$ cat config.mk
export PLATFORM = sky130hd
export DESIGN_NAME = uart_rx_frame_ctrl_flat
export DESIGN_NICKNAME = d
export VERILOG_FILES = /design/src/rtl/uart_rx_frame_ctrl_if.sv /design/src/rtl/uart_rx_frame_ctrl.sv /design/src/flat_wrapper.sv
export SDC_FILE = /design/constraint.sdc
export NUM_CORES = 1
export LEC_CHECK = 0
export CAP_MARGIN = 25
export CELL_PAD_IN_SITES_DETAIL_PLACEMENT = 1
export CELL_PAD_IN_SITES_GLOBAL_PLACEMENT = 2
export CORE_MARGIN = 2
export CORE_UTILIZATION = 37
export DETAILED_ROUTE_END_ITERATION = 7
export PLACE_DENSITY_LB_ADDON = 0.1
export SETUP_SLACK_MARGIN = 0.5
export SYNTH_ARGS = -nofsm -noshare
export SYNTH_HDL_FRONTEND = slang
export SYNTH_SLANG_ARGS = --single-unit
$ cat constraint.sdc
create_clock -name Clk -period 2.12 [get_ports Clk]
set_input_delay 0.318 -clock Clk [delete_from_list [all_inputs] [get_ports Clk]]
set_output_delay 0.318 -clock Clk [all_outputs]
set_load 0.01 [all_outputs]
$ cat src/rtl/uart_rx_frame_ctrl_if.sv
// Receive-side frame handshake between uart_rx_frame_ctrl and its consumer.
// The master drives frame data and flags; the slave returns data_ready_in.
interface uart_rx_frame_ctrl_if #(
    parameter int unsigned DATA_BITS = 8
);
    logic [DATA_BITS-1:0] data_out;
    logic                 data_valid_out;
    logic                 data_ready_in;
    logic                 parity_err_out;
    logic                 frame_err_out;
    logic                 overrun_err_out;

    modport master (
        output data_out,
        output data_valid_out,
        output parity_err_out,
        output frame_err_out,
        output overrun_err_out,
        input  data_ready_in
    );

    modport slave (
        input  data_out,
        input  data_valid_out,
        input  parity_err_out,
        input  frame_err_out,
        input  overrun_err_out,
        output data_ready_in
    );
endinterface

$ cat src/rtl/uart_rx_frame_ctrl.sv
// Oversampling UART receiver: start-bit validation, mid-bit sampling, parity/stop
// checking, and delivery of each frame with error flags over a valid/ready handshake.
module uart_rx_frame_ctrl #(
    parameter int unsigned DATA_BITS  = 8,
    parameter int unsigned PARITY_EN  = 1,
    parameter int unsigned PARITY_ODD = 0,
    parameter int unsigned STOP_BITS  = 1,
    parameter int unsigned OVERSAMPLE = 16
) (
    input  logic                 Clk,
    input  logic                 reset_n,
    input  logic                 baud_tick_in,
    input  logic                 rx_in,
    output logic                 busy_out,
    uart_rx_frame_ctrl_if.master rx_if
);

    localparam int unsigned TICK_W = $clog2(OVERSAMPLE);
    localparam int unsigned BIT_W  = $clog2(DATA_BITS);

    localparam logic [TICK_W-1:0] TICK_MID  = TICK_W'(OVERSAMPLE / 2 - 1);
    localparam logic [TICK_W-1:0] TICK_END  = TICK_W'(OVERSAMPLE - 1);
    localparam logic [BIT_W-1:0]  DATA_LAST = BIT_W'(DATA_BITS - 1);
    localparam logic [BIT_W-1:0]  STOP_LAST = BIT_W'(STOP_BITS - 1);
    localparam logic              PAR_ODD   = 1'(PARITY_ODD);

    localparam logic [2:0] IDLE   = 3'd0;
    localparam logic [2:0] START  = 3'd1;
    localparam logic [2:0] DATA   = 3'd2;
    localparam logic [2:0] PARITY = 3'd3;
    localparam logic [2:0] STOP   = 3'd4;

    logic                 rx_meta_q;
    logic                 rx_s_q;

    logic [2:0]           state_q, state_d;
    logic [TICK_W-1:0]    tick_q, tick_d;
    logic [BIT_W-1:0]     bit_q, bit_d;
    logic [DATA_BITS-1:0] shift_q, shift_d;
    logic                 xor_q, xor_d;
    logic                 par_q, par_d;
    logic                 fr_q, fr_d;

    logic [DATA_BITS-1:0] data_q, data_d;
    logic                 valid_q, valid_d;
    logic                 perr_q, perr_d;
    logic                 ferr_q, ferr_d;
    logic                 ovr_q, ovr_d;
    logic                 busy_q, busy_d;
    logic                 commit_c;

    // Two-flop synchroniser; resets to the idle line level.
    always_ff @(posedge Clk or negedge reset_n) begin
        if (!reset_n) begin
            rx_meta_q <= 1'b1;
            rx_s_q    <= 1'b1;
        end else begin
            rx_meta_q <= rx_in;
            rx_s_q    <= rx_meta_q;
        end
    end

    always_ff @(posedge Clk or negedge reset_n) begin
        if (!reset_n) begin
            state_q <= IDLE;
            tick_q  <= '0;
            bit_q   <= '0;
            shift_q <= '0;
            xor_q   <= 1'b0;
            par_q   <= 1'b0;
            fr_q    <= 1'b0;
            data_q  <= '0;
            valid_q <= 1'b0;
            perr_q  <= 1'b0;
            ferr_q  <= 1'b0;
            ovr_q   <= 1'b0;
            busy_q  <= 1'b0;
        end else begin
            state_q <= state_d;
            tick_q  <= tick_d;
            bit_q   <= bit_d;
            shift_q <= shift_d;
            xor_q   <= xor_d;
            par_q   <= par_d;
            fr_q    <= fr_d;
            data_q  <= data_d;
            valid_q <= valid_d;
            perr_q  <= perr_d;
            ferr_q  <= ferr_d;
            ovr_q   <= ovr_d;
            busy_q  <= busy_d;
        end
    end

    always_comb begin
        state_d  = state_q;
        tick_d   = tick_q;
        bit_d    = bit_q;
        shift_d  = shift_q;
        xor_d    = xor_q;
        par_d    = par_q;
        fr_d     = fr_q;
        data_d   = data_q;
        valid_d  = valid_q;
        perr_d   = perr_q;
        ferr_d   = ferr_q;
        ovr_d    = 1'b0;
        commit_c = 1'b0;

        if (valid_q && rx_if.data_ready_in) begin
            valid_d = 1'b0;
        end

        if (baud_tick_in) begin
            case (state_q)
                IDLE: begin
                    if (!rx_s_q) begin
                        state_d = START;
                        tick_d  = '0;
                    end
                end
                START: begin
                    if (tick_q == TICK_MID) begin
                        tick_d = '0;
                        if (rx_s_q) begin
                            state_d = IDLE;
                        end else begin
                            state_d = DATA;
                            bit_d   = '0;
                            xor_d   = 1'b0;
                            par_d   = 1'b0;
                            fr_d    = 1'b0;
                        end
                    end else begin
                        tick_d = tick_q + TICK_W'(1);
                    end
                end
                DATA: begin
                    if (tick_q == TICK_END) begin
                        tick_d  = '0;
                        shift_d = {rx_s_q, shift_q[DATA_BITS-1:1]};
                        xor_d   = xor_q ^ rx_s_q;
                        if (bit_q == DATA_LAST) begin
                            bit_d   = '0;
                            state_d = (PARITY_EN != 0) ? PARITY : STOP;
                        end else begin
                            bit_d = bit_q + BIT_W'(1);
                        end
                    end else begin
                        tick_d = tick_q + TICK_W'(1);
                    end
                end
                PARITY: begin
                    if (tick_q == TICK_END) begin
                        tick_d  = '0;
                        bit_d   = '0;
                        par_d   = xor_q ^ rx_s_q ^ PAR_ODD;
                        state_d = STOP;
                    end else begin
                        tick_d = tick_q + TICK_W'(1);
                    end
                end
                STOP: begin
                    if (tick_q == TICK_END) begin
                        tick_d = '0;
                        fr_d   = fr_q | ~rx_s_q;
                        if (bit_q == STOP_LAST) begin
                            bit_d    = '0;
                            state_d  = IDLE;
                            commit_c = 1'b1;
                        end else begin
                            bit_d = bit_q + BIT_W'(1);
                        end
                    end else begin
                        tick_d = tick_q + TICK_W'(1);
                    end
                end
                default: state_d = IDLE;
            endcase
        end

        // A held, unaccepted frame wins; the newcomer is dropped and flagged.
        if (commit_c) begin
            if (!valid_q || rx_if.data_ready_in) begin
                data_d  = shift_q;
                perr_d  = par_q;
                ferr_d  = fr_d;
                valid_d = 1'b1;
            end else begin
                ovr_d = 1'b1;
            end
        end

        busy_d = (state_d != IDLE);
    end

    assign rx_if.data_out        = data_q;
    assign rx_if.data_valid_out  = valid_q;
    assign rx_if.parity_err_out  = perr_q;
    assign rx_if.frame_err_out   = ferr_q;
    assign rx_if.overrun_err_out = ovr_q;
    assign busy_out              = busy_q;

endmodule

$ cat src/flat_wrapper.sv
// flat-port wrapper written by rule: the top's interface ports become plain ports
module uart_rx_frame_ctrl_flat 
#(
    parameter int unsigned DATA_BITS  = 8,
    parameter int unsigned PARITY_EN  = 1,
    parameter int unsigned PARITY_ODD = 0,
    parameter int unsigned STOP_BITS  = 1,
    parameter int unsigned OVERSAMPLE = 16
)
  (Clk, reset_n, baud_tick_in, rx_in, busy_out, rx_if_data_out, rx_if_data_valid_out, rx_if_parity_err_out, rx_if_frame_err_out, rx_if_overrun_err_out, rx_if_data_ready_in);
  uart_rx_frame_ctrl_if #(.DATA_BITS(DATA_BITS)) rx_if_i ();
  input  logic Clk;
  input  logic reset_n;
  input  logic baud_tick_in;
  input  logic rx_in;
  output logic busy_out;
  output wire logic [$bits(rx_if_i.data_out)-1:0] rx_if_data_out;
  output wire logic [$bits(rx_if_i.data_valid_out)-1:0] rx_if_data_valid_out;
  output wire logic [$bits(rx_if_i.parity_err_out)-1:0] rx_if_parity_err_out;
  output wire logic [$bits(rx_if_i.frame_err_out)-1:0] rx_if_frame_err_out;
  output wire logic [$bits(rx_if_i.overrun_err_out)-1:0] rx_if_overrun_err_out;
  input wire logic [$bits(rx_if_i.data_ready_in)-1:0] rx_if_data_ready_in;
  assign rx_if_data_out = rx_if_i.data_out;
  assign rx_if_data_valid_out = rx_if_i.data_valid_out;
  assign rx_if_parity_err_out = rx_if_i.parity_err_out;
  assign rx_if_frame_err_out = rx_if_i.frame_err_out;
  assign rx_if_overrun_err_out = rx_if_i.overrun_err_out;
  assign rx_if_i.data_ready_in = rx_if_data_ready_in;
  uart_rx_frame_ctrl #(.DATA_BITS(DATA_BITS), .PARITY_EN(PARITY_EN), .PARITY_ODD(PARITY_ODD), .STOP_BITS(STOP_BITS), .OVERSAMPLE(OVERSAMPLE)) u_core (.Clk(Clk), .reset_n(reset_n), .baud_tick_in(baud_tick_in), .rx_in(rx_in), .busy_out(busy_out), .rx_if(rx_if_i));
endmodule
==> results_dict.tcl <==
set metrics [dict create \
    run_status "finished, final reports clean" \
    worstPathRequired_ns 2.29 \
    rr_worst_depth 5 \
    worst_path_dominant_cell_family "compound AO/OA/AOI/OAI gates" \
    seq_power_share_pct 49.7 \
    numClockSinks 36 \
    drt_first_iter_violations 83 \
    fraction_of_the_mapped_netlist_area_in_compound_gates_pct 11.9 \
    cellInternalPower_mw 1.12 \
    antenna-diode-count 0 \
    final_period_minus_worst_setup_slack_ns 1.80 \
    kind_of_end_point_of_the_critical_path "flip-flop" \
    worstMarginPinSlew_ns 0.800 \
    top_level_ports 18 \
    mostFrequentLayoutCells "sky130_fd_sc_hd__dfrtp_1 (32), sky130_fd_sc_hd__clkdlybuf4s50_1 (16), sky130_fd_sc_hd__nand2_1 (15), sky130_fd_sc_hd__buf_4 (14)" \
    finalHoldViolCount 0 \
    max-cap-violations 0 \
    crit_path_max_fanout 7 \
    critical_path_class "reg2reg" \
    detailedRoute.firstPassIterationCount 4 \
    antenna_found_initial 0 \
    drive_above_1_share_pct 38.5 \
    clock-skew-final_ns 0.00706 \
    ctsHtreeMaxLevel 2 \
    postSynthCellCount 171 \
    final.fill_count 515 \
    pwr-share-comb_pct 20.1 \
    average_instance_area_after_synthesis_sq_um 10.7 \
    clock_tree.buffer_depth 2 \
    finalCritPeriodShare_pct 85.0 \
    yosys-mux-area-fraction_pct 11.0 \
    worstPathCellList "ha_4 > and3_4 > a32o_1 > a221o_1 > or3_1" \
    place_congestion 0.792 \
    fraction_of_synthesized_cell_area_in_xor_and_xnor_cells_pct 0.955 \
    cp-start-kind "flip-flop" \
    die-area_sq_mm 0.00554 \
    drc 0 \
    dp_cells 253 \
    floorplan.core_area_sq_mm 0.00475 \
    critical-path-slowest-cell "sky130_fd_sc_hd__dfrtp_1" \
    net-switching-power_mw 0.518 \
    route.final.wire_length_um 4780 \
    fraction_of_power_consumed_by_the_clock_network_pct 30.2 \
    largest_family_of_logic_cells_by_synthesized_area "simple AND/OR/NAND/NOR gates" \
    syn-num-nets 180 \
    cts_tree "done" \
    share_of_synthesized_area_occupied_by_flip_flops_and_latches_pct 49.2 \
    final_area_sq_mm 0.00247 \
    synth.lib_cells_used.distinct 52 \
    min_path_type "in2async" \
    holdWs_ns 0.105 \
    synth_simple_gate_area_share_pct 19.9 \
    power.density_cell_area_mw_per_mm2 663 \
    mostFrequentLayoutCell "sky130_fd_sc_hd__dfrtp_1" \
    swShare_pct 31.6 \
    post-dp-hpwl_um 3050 \
    crit_buf_inv 0 \
    worst-path-stages 5 \
    worst_slew_margin_rel_pct 46.7 \
    timing.final.max_slew_violations 0 \
    multi_input_comb_area_sq_mm 0.00104 \
    final_net_count 213 \
    cts.reportedPaths.clkPinSlew_ns 0.08 \
    grtUsageTotal_pct 18.9 \
    worst_ir_drop_vdd_mv 0.401 \
    asyncSetResetFlopFracSynth_pct 100 \
    fin_cells 272 \
    critical_path.max_stage_delay_ns 0.42 \
    area_taken_by_flip_flops_and_latches_sq_um 906 \
    cts_made_buffers 5 \
    yosys_warnings 0 \
    post_dp_cell_area_sq_mm 0.00211 \
    synthDominantAreaCellType "sky130_fd_sc_hd__dfrtp_1" \
    wl_per_cell_um 17.6 \
    grt_pass1_vias 1556 \
    clk_latency_ns 0.29 \
    static-leakage-power_nw 1.07 \
    antenna_violating_nets_post_route 0 \
    yosys_most_used_dff "sky130_fd_sc_hd__dfrtp_1" \
    vias 1480 \
    synth_adder_area_share_pct 2.73 \
    grt_start_max_net_pins 37 \
    grt_remaining_overflow 0 \
    synth_enable_flop_cells 0 \
    achievable-frequency_ghz 0.555 \
    portBuffers 17 \
    final_core_util_pct 52.1 \
    grt_pass1_wl_um 7760 \
    layout-area-overhead-vs-synth_pct 34.9 \
    post_synth_main_area_contributors "sky130_fd_sc_hd__dfrtp_1 (46%), sky130_fd_sc_hd__mux2_1 (6.1%), sky130_fd_sc_hd__mux2_2 (4.3%), sky130_fd_sc_hd__nand2_1 (3.3%), sky130_fd_sc_hd__dfstp_2 (2.9%)" \
    core.rowCount 25 \
    number_of_setup_violations_in_the_final_report 0 \
    setup_total_negative_slack_ns 0 \
    worst_ep_arrival_time_ns 1.97 \
    synth_top_cell_area_share_pct 46.4 \
    ctsRootBufferMaster "sky130_fd_sc_hd__clkbuf_8" \
    vias_per_std_cell 5.44 \
    synth-seq-cells 36 \
    start_util_pct 38.6 \
    rsz0062_at_grt "true" \
    syn_area_sq_mm 0.00183 \
    die_height_um 74.4 \
    die_w_um 74.4 \
]
power by group through the flow:
stage	Combinational [mW]	Sequential [mW]	Clock, mW
finish	0.330	0.816	0.495
floorplan	0.204	0.783	0
global placement	0.235	0.822	0
detailed placement	0.248	0.824	0
global route	0.374	0.821	0.545
CTS	0.310	0.812	0.509
sequential cells by signal (all words and copies together), names as in the netlist, 3 cells and up:
signal                 cells
u_core.state_q             3
u_core.tick_q              4
u_core.rx_if.data_out      8
u_core.shift_q             8
u_core.bit_q               3
per-layer routing:
layer | up-vias | global-route usage [%] | part of all wire (%)
met4 | 0 | 5.95 | 1.8
met1 | 754 | 24.8 | 46
met3 | 12 | 6.23 | 3.4
li1 | 693 | - | -
met2 | 21 | 29.7 | 48
met5 | - | 0 | 0
repair_timing:
action / CTS / global route
setup buffers: 6 / 4
gates cloned: 1 / 0
hold endpoints to repair: 0 / 0
resized for setup: 17 / 33
pin swaps: 6 / 17
hold buffers: 0 / 0
endpoints found under the setup margin: 28 / 30
per-stage QoR:
stage / setup WS (ns) / total power, mW
global route: 0.238 / 1.74
finish: 0.317 / 1.64
floorplan: 0.281 / 0.988
global placement: 0.169 / 1.06
detailed placement: 0.144 / 1.07
CTS: 0.301 / 1.63
cell usage after synthesis (2+ instances only):
master	n
sky130_fd_sc_hd__dfrtp_1	34
sky130_fd_sc_hd__nand2_1	16
sky130_fd_sc_hd__nor2_1	12
sky130_fd_sc_hd__mux2_1	10
sky130_fd_sc_hd__mux2_2	7
sky130_fd_sc_hd__nand3_1	7
sky130_fd_sc_hd__nand2b_1	5
sky130_fd_sc_hd__nor3_1	5
sky130_fd_sc_hd__o21ai_0	5
sky130_fd_sc_hd__a21oi_1	4
sky130_fd_sc_hd__clkbuf_1	4
sky130_fd_sc_hd__ha_1	4
sky130_fd_sc_hd__inv_1	4
sky130_fd_sc_hd__or3_1	4
sky130_fd_sc_hd__buf_2	3
sky130_fd_sc_hd__nand4_1	3
sky130_fd_sc_hd__o211ai_1	3
sky130_fd_sc_hd__buf_6	2
sky130_fd_sc_hd__dfstp_2	2
sky130_fd_sc_hd__nor2b_1	2
sky130_fd_sc_hd__nor4bb_1	2
sky130_fd_sc_hd__o41ai_1	2
sky130_fd_sc_hd__or3b_1	2
worst register-to-register path, cell delays in order (launching register included):
cell and delay, ns:
sky130_fd_sc_hd__dfrtp_1 0.42, sky130_fd_sc_hd__ha_4 0.20, sky130_fd_sc_hd__and3_4 0.21, sky130_fd_sc_hd__a32o_1 0.25, sky130_fd_sc_hd__a221o_1 0.30, sky130_fd_sc_hd__or3_1 0.30
path summary, 6_finish.rpt:
kind | from | to | slack [ns]
setup / recovery | u_core.tick_q[0] | u_core.busy_out | 0.32
hold / removal | reset_n | u_core.state_q[2] | 0.10
setup reg to reg | u_core.tick_q[0] | u_core.busy_out | 0.32
hold reg to reg | u_core.rx_meta_q | u_core.rx_s_q | 0.36
max in group asynchronous | reset_n | u_core.tick_q[3] | 1.45
min in group Clk | u_core.rx_meta_q | u_core.rx_s_q | 0.36
logic make-up (layout without fill, tap and decap cells):
group	Yosys count	in the layout
and+or+nand+nor	66	66
adders and majority gates	4	4
muxes	18	18
DFF	36	36
xor gates and xnor gates	2	2
AOI/OAI and AO/OA	30	30
buffers and inverters	15	49
final cells by class:
type,count,share of cell area [%]
Sequential cell,36,36.6
Multi-Input combinational cell,120,42.2
Timing Repair Buffer,37,13.7
Clock buffer,5,2.78
Tap cell,67,3.39
Clock inverter,3,0.758
Inverter,4,0.607
Note: power is estimated with default switching activity, not from simulation.
==> patch 1, RTL diff (same flow settings) <==
`PARITY_ODD` is set to 0 in 2 places; all go to 1.
--- a/src/rtl/uart_rx_frame_ctrl.sv
+++ b/src/rtl/uart_rx_frame_ctrl.sv
@@ -5,3 +5,3 @@
     parameter int unsigned PARITY_EN  = 1,
-    parameter int unsigned PARITY_ODD = 0,
+    parameter int unsigned PARITY_ODD = 1,
     parameter int unsigned STOP_BITS  = 1,
--- a/src/flat_wrapper.sv
+++ b/src/flat_wrapper.sv
@@ -5,3 +5,3 @@
     parameter int unsigned PARITY_EN  = 1,
-    parameter int unsigned PARITY_ODD = 0,
+    parameter int unsigned PARITY_ODD = 1,
     parameter int unsigned STOP_BITS  = 1,
Function: same outputs for any inputs over 10 cycles, from zero or initial values and one cycle with reset_n low; that may be too few to reach the edited logic, so the function may still have changed.
==> patch 1 against the original RTL <==
  * Design area increased by 7.2%
  * Die area up 1.3%
  * Via count down 1.8%
  * Sequential cell count unchanged
  * Setup slack improved by 0.10 ns
  * Synthesized area increased by 1.4%
  * Critical path type unchanged
  * Routed wire length increased by 2.3%
Power is not compared: it rests on default switching activity, and its combinational part moved more than twofold at a synthesized area within 25%.
==> patch 1: results (changes against the original RTL) <==
Run status
  • Status: finished clean

Synth
  • Most frequent cells after synthesis: 34 x dfrtp_1, 17 x mux2_1, 8 x inv_1
  • Async set-reset flop share out of synthesis: 1.00 (unchanged)
  • Syn Nets: 168 (-6.7%)
  • Cells taking the most area after synthesis: dfrtp_1 46%, mux2_1 10%, dfstp_2 2.8%
  • Syn avg cell area: 11.7 sq um (+9.1%)
  • Synth warn: 0 (unchanged)
  • Sequential fraction of the synthesis area: 0.486 (-0.00696)
  • Synth cell types: 48 (-7.7%)

Critical path
  • Critical path fanouts, max: 8 (+1)

GRT
  • GRT met3 Usage: 0.0469 (-0.0155)
  • First-pass GRT wire length: 7.34 mm (-5.3%)
  • Met1 GRT Util: 0.213 (-0.0343)
  • Largest net degree at the start of global routing: 37 (unchanged)
  • GR Layer Usage met2: 0.306 (+0.00909)
  • GR Util All Layers: 0.178 (-0.0110)
  • Vias in the first global route: 1509 (-3.0%)
  • Initial antenna violation count: 0 (unchanged)

Placement
  • HPWL after DPL: 2.91 mm (-4.4%)
  • Port Buffers: 17 (unchanged)
  • Pre-CTS WS: 0.163 ns (+0.0190 ns)
  • GP Congestion: 0.805 (+1.7%)

Finish
  • Diodes inserted: 0 (unchanged)
  • Share of layout cells above drive strength 1: 0.420 (+0.0344)
  • Nets: 220 (+3.3%)
  • Fill cell count: 513 (-0.39%)

Timing
  • Slew @ Worst Pin: 0.812 ns (+0.0116 ns)
  • Final Skew: 0.00529 ns (-0.00177 ns)

CTS
  • Clock slew at reported path FFs: 0.08 ns (about the same)
  • CTS Root Cell: clkbuf_8
  • Buffers from clock root to sink, at most: 2 (unchanged)
  • H-tree depth reported by CTS: 2 (unchanged)
  • Worst skew pair latency: 0.29 ns (about the same)
  • TritonCTS Buffers: 5 (unchanged)

Routing
  • Met1 WL: 2.14 mm (-3.8%)
  • Met2 wire length: 2.57 mm (+11%)
  • Average wire per standard cell: 17.5 um (-0.29%)
  • Via density: 5.21 (-4.3%)
  • Highest routed metal layer: met4
  • WL met3: 136 um (-16%)
  • Detailed Route Iter0 Violations: 46 (-45%)
  • DR pass1 iterations: 4 (unchanged)

Power and ir drop
  • Leak: 1.20 nW
  • Maximum VDD drop: 0.489 mV

Hold path
  • Hold Path Class: input pin to asynchronous set/reset pin
[patch 1: cell count changes in the layout (fill, tap and decap cells not counted), sizes merged, moves of 3 or more]
cell / unedited run / this run
a31oi: 1 / 4
nor2: 12 / 7
or3: 4 / 1
nand2: 16 / 5
o21ai: 6 / 12
and3: 1 / 5
inv: 4 / 8
o211ai: 3 / 0
nor3: 5 / 1
buf: 21 / 36
[patch 1: cell type report]
type                            instances  area [sq um]  area share
Multi-Input combinational cell        108          1040       0.392
Sequential cell                        36           907       0.342
Timing Repair Buffer                   52           482       0.182
Tap cell                               67          83.8      0.0316
Clock buffer                            5          68.8      0.0259
Clock inverter                          3          42.5      0.0160
Inverter                                8          30.0      0.0113
[patch 1: timing repair]
action | CTS | global route
setup buffers | 19 | 7
pin swaps | 13 | 9
gates resized for setup | 24 | 23
setup endpoints to repair | 28 | 28
cloned | 1 | 0
[patch 1: report_power, final]
part           internal (mW)  switching, mW
Sequential             0.776          0.114
Clock                  0.348          0.259
Combinational          0.475          0.436
Total                   1.60          0.809
[patch 1: logic make-up (layout without fill, tap and decap cells)]
kind of cell,Yosys count,count (layout),share of synthesized area
XOR/XNOR,3,3,0.0182
AND/OR/NAND/NOR,49,49,0.182
buffers and inverters,15,68,0.0464
AO/OA/AOI/OAI,31,31,0.114
flip-flops,36,36,0.486
multiplexers,21,21,0.127
adder cells (fa/ha/maj),4,4,0.0269
[patch 1: path summary, 6_finish.rpt]
path,slack [ns],cells after the start,endpoint,startpoint
setup reg to reg,0.42,5,u_core.rx_if.data_out[6]$_DFFE_PN0P_,u_core.state_q[1]$_DFF_PN0_
max in group asynchronous,1.44,1,u_core.state_q[0]$_DFF_PN0_,reset_n
hold / removal,0.12,1,u_core.tick_q[0]$_DFFE_PN0P_,reset_n
setup / recovery,0.42,5,u_core.rx_if.data_out[6]$_DFFE_PN0P_,u_core.state_q[1]$_DFF_PN0_
min in group Clk,0.36,0,u_core.rx_s_q$_DFF_PN1_,u_core.rx_meta_q$_DFF_PN1_
hold reg to reg,0.36,0,u_core.rx_s_q$_DFF_PN1_,u_core.rx_meta_q$_DFF_PN1_
[patch 1: critical path, cell delays in order (launching register included)]
cell and delay (ns):
dfrtp_2 0.47, buf_8 0.16, nor3b_4 0.26, and3_4 0.26, buf_6 0.14, mux2_4 0.30
[patch 1: metrics by stage]
| stage | instances | total power, mW | area [sq um] | hold slack (ns) |
|---|---|---|---|---|
| 2_1_floorplan | 159 | 1.31 | 1890 | 0.0224 |
| 3_3_place_gp | 244 | 1.45 | 2140 | 0.348 |
| 3_5_place_dp | 244 | 1.47 | 2140 | 0.353 |
| 4_1_cts | 272 | 2.26 | 2490 | 0.135 |
| 5_1_grt | 279 | 2.53 | 2650 | 0.165 |
| 6_report | 279 | 2.41 | 2650 | 0.116 |
==> patch 2, RTL diff (same flow settings) <==
Made on the original files. Reset style: synchronous (`reset_n`), changed in 2 clocked blocks.
--- a/src/rtl/uart_rx_frame_ctrl.sv
+++ b/src/rtl/uart_rx_frame_ctrl.sv
@@ -52,3 +52,3 @@
     // Two-flop synchroniser; resets to the idle line level.
-    always_ff @(posedge Clk or negedge reset_n) begin
+    always_ff @(posedge Clk) begin
         if (!reset_n) begin
@@ -62,3 +62,3 @@
 
-    always_ff @(posedge Clk or negedge reset_n) begin
+    always_ff @(posedge Clk) begin
         if (!reset_n) begin
Check against the original RTL: differs if reset_n is asserted again (counterexample within 4 cycles, from zero or initial values and one cycle with reset_n low); with reset_n held inactive, the same outputs for 10 cycles.
==> patch 2 against the original RTL <==
  * Sequential cell count is the same
  * First-iteration DRC count shrank 24%
  * Design area shrank 10%
  * Setup slack gained 0.11 ns
  * Routed wire length shrank 6.0%
  * Synthesized area shrank 5.0%
  * Critical endpoint is now u_core.rx_if.data_out[4]$_SDFFE_PN0P_
Power is not compared: it rests on default switching activity, and its combinational part moved more than twofold at a synthesized area within 25%.
==> patch 2: results (changes against the original RTL) <==
Run status
  • Status: finished clean

CTS
  • Buffers from clock root to sink, at most: 2 (unchanged)

Synth
  • Cells taking the most area after synthesis: dfxtp_1 41%, mux2i_1 6.9%, o21ai_0 5.5%
  • Mux contribution to synthesized area: 0.0690 (-0.0409)
  • Async set-reset flop share out of synthesis: 0 (-1.00)
  • Syn Nets: 214 (+19%)
  • Post-synthesis compound-gate area fraction: 0.177 (+0.0588)
  • Sequential fraction of the synthesis area: 0.414 (-0.0787)
  • Post-Synth XOR/XNOR Area: 0.0101 (+0.000508)
  • Most frequent cells after synthesis: 36 x dfxtp_1, 19 x o21ai_0, 18 x nand2_1
  • Adder-cell share of the synthesized area: 0.0287 (+0.00145)
  • Area leader, netlist: dfxtp_1
  • Synth cell types: 45 (-13%)

GRT
  • GRT met3 Usage: 0.0470 (-0.0154)
  • Met1 GRT Util: 0.252 (+0.00449)
  • First-pass GRT wire length: 7.65 mm (-1.4%)
  • Largest net degree at the start of global routing: 18 (-51%)
  • GR Util All Layers: 0.185 (-0.00410)
  • GR Layer Usage met2: 0.292 (-0.00503)

Critical path
  • Crit. Startpoint: u_core.state_q[1]$_SDFF_PN0_
  • R2R Setup Slk: 0.43 ns (+0.11 ns)
  • Reg2Reg Capture Point: u_core.rx_if.data_out[4]$_SDFFE_PN0P_
  • Worst Path Arrival: 1.87 ns (-0.10 ns)
  • Cell family with most CP delay: simple AND/OR/NAND/NOR gates
  • Critical path fanouts, max: 13 (+6)
  • End of the critical path: u_core.rx_if.data_out[4]$_SDFFE_PN0P_
  • Crit-path max cell delay: 0.44 ns (+0.02 ns)
  • R2R cell count: 7 (+2)

Placement
  • HPWL after DPL: 3.16 mm (+3.8%)
  • GP Congestion: 0.806 (+1.8%)
  • Pre-CTS WS: 0.181 ns (+0.0364 ns)

Finish
  • Sequential share of cell area: 0.331 (-0.0353)
  • Final clock-cell share: 0.0484 (+0.0130)
  • Diodes inserted: 0 (unchanged)
  • Non-CTS buffers: 32 (-14%)
  • Multi-input gates: 148 (+23%)
  • Inverters: 7 (+3)
  • Fill cell count: 522 (+1.4%)
  • Nets: 239 (+12%)
  • Multi-input combinational area share: 0.436 (+0.0137)
  • Clkbuf count: 6 (+1)
  • Share of layout cells above drive strength 1: 0.173 (-0.212)
  • NonClk Buf Share: 0.144 (+0.00748)

Routing
  • Met1 WL: 2.20 mm (-1.2%)
  • Final WL: 4.50 mm (-6.0%)
  • WL met3: 108 um (-33%)
  • Met2 wire length: 2.15 mm (-6.8%)
  • DR vias: 1561 (+5.5%)
  • Detailed Route Iter0 Violations: 63 (-24%)

Hold path
  • Hold Path Class: flop to flop

Timing
  • Final Skew: 0.00440 ns (-0.00266 ns)
  • Fin crit period: 1.69 ns (-0.108 ns)
  • Max transition margin: 0.714 (+0.247)
  • Setup TNS: 0 ns (unchanged)
-- patch 2: changes by cell type after synthesis, sizes merged, moves of 3 or more --
cell	delta
dfxtp	+36
clkbuf	+4
inv	+3
dfrtp	-34
a21oi	+10
and3	+3
nor2	+6
mux2i	+11
o21ai	+13
mux2	-17
-- patch 2: through the flow --
stage	cells	instance area [sq um]	hold slack, ns
4_1_cts	278	2140	0.433
6_report	283	2220	0.426
3_3_place_gp	269	1990	0.391
5_1_grt	283	2220	0.476
2_1_floorplan	205	1740	0.386
3_5_place_dp	269	1990	0.406
-- patch 2: what timing repair did --
| action | CTS | global route |
|---|---|---|
| hold endpoints to repair | 0 | 0 |
| cloned | 0 | 1 |
| resized for setup | 12 | 8 |
| hold buffers | 0 | 0 |
| setup buffers | 1 | 4 |
| setup endpoints to repair | 28 | 20 |
| pin swaps | 0 | 4 |
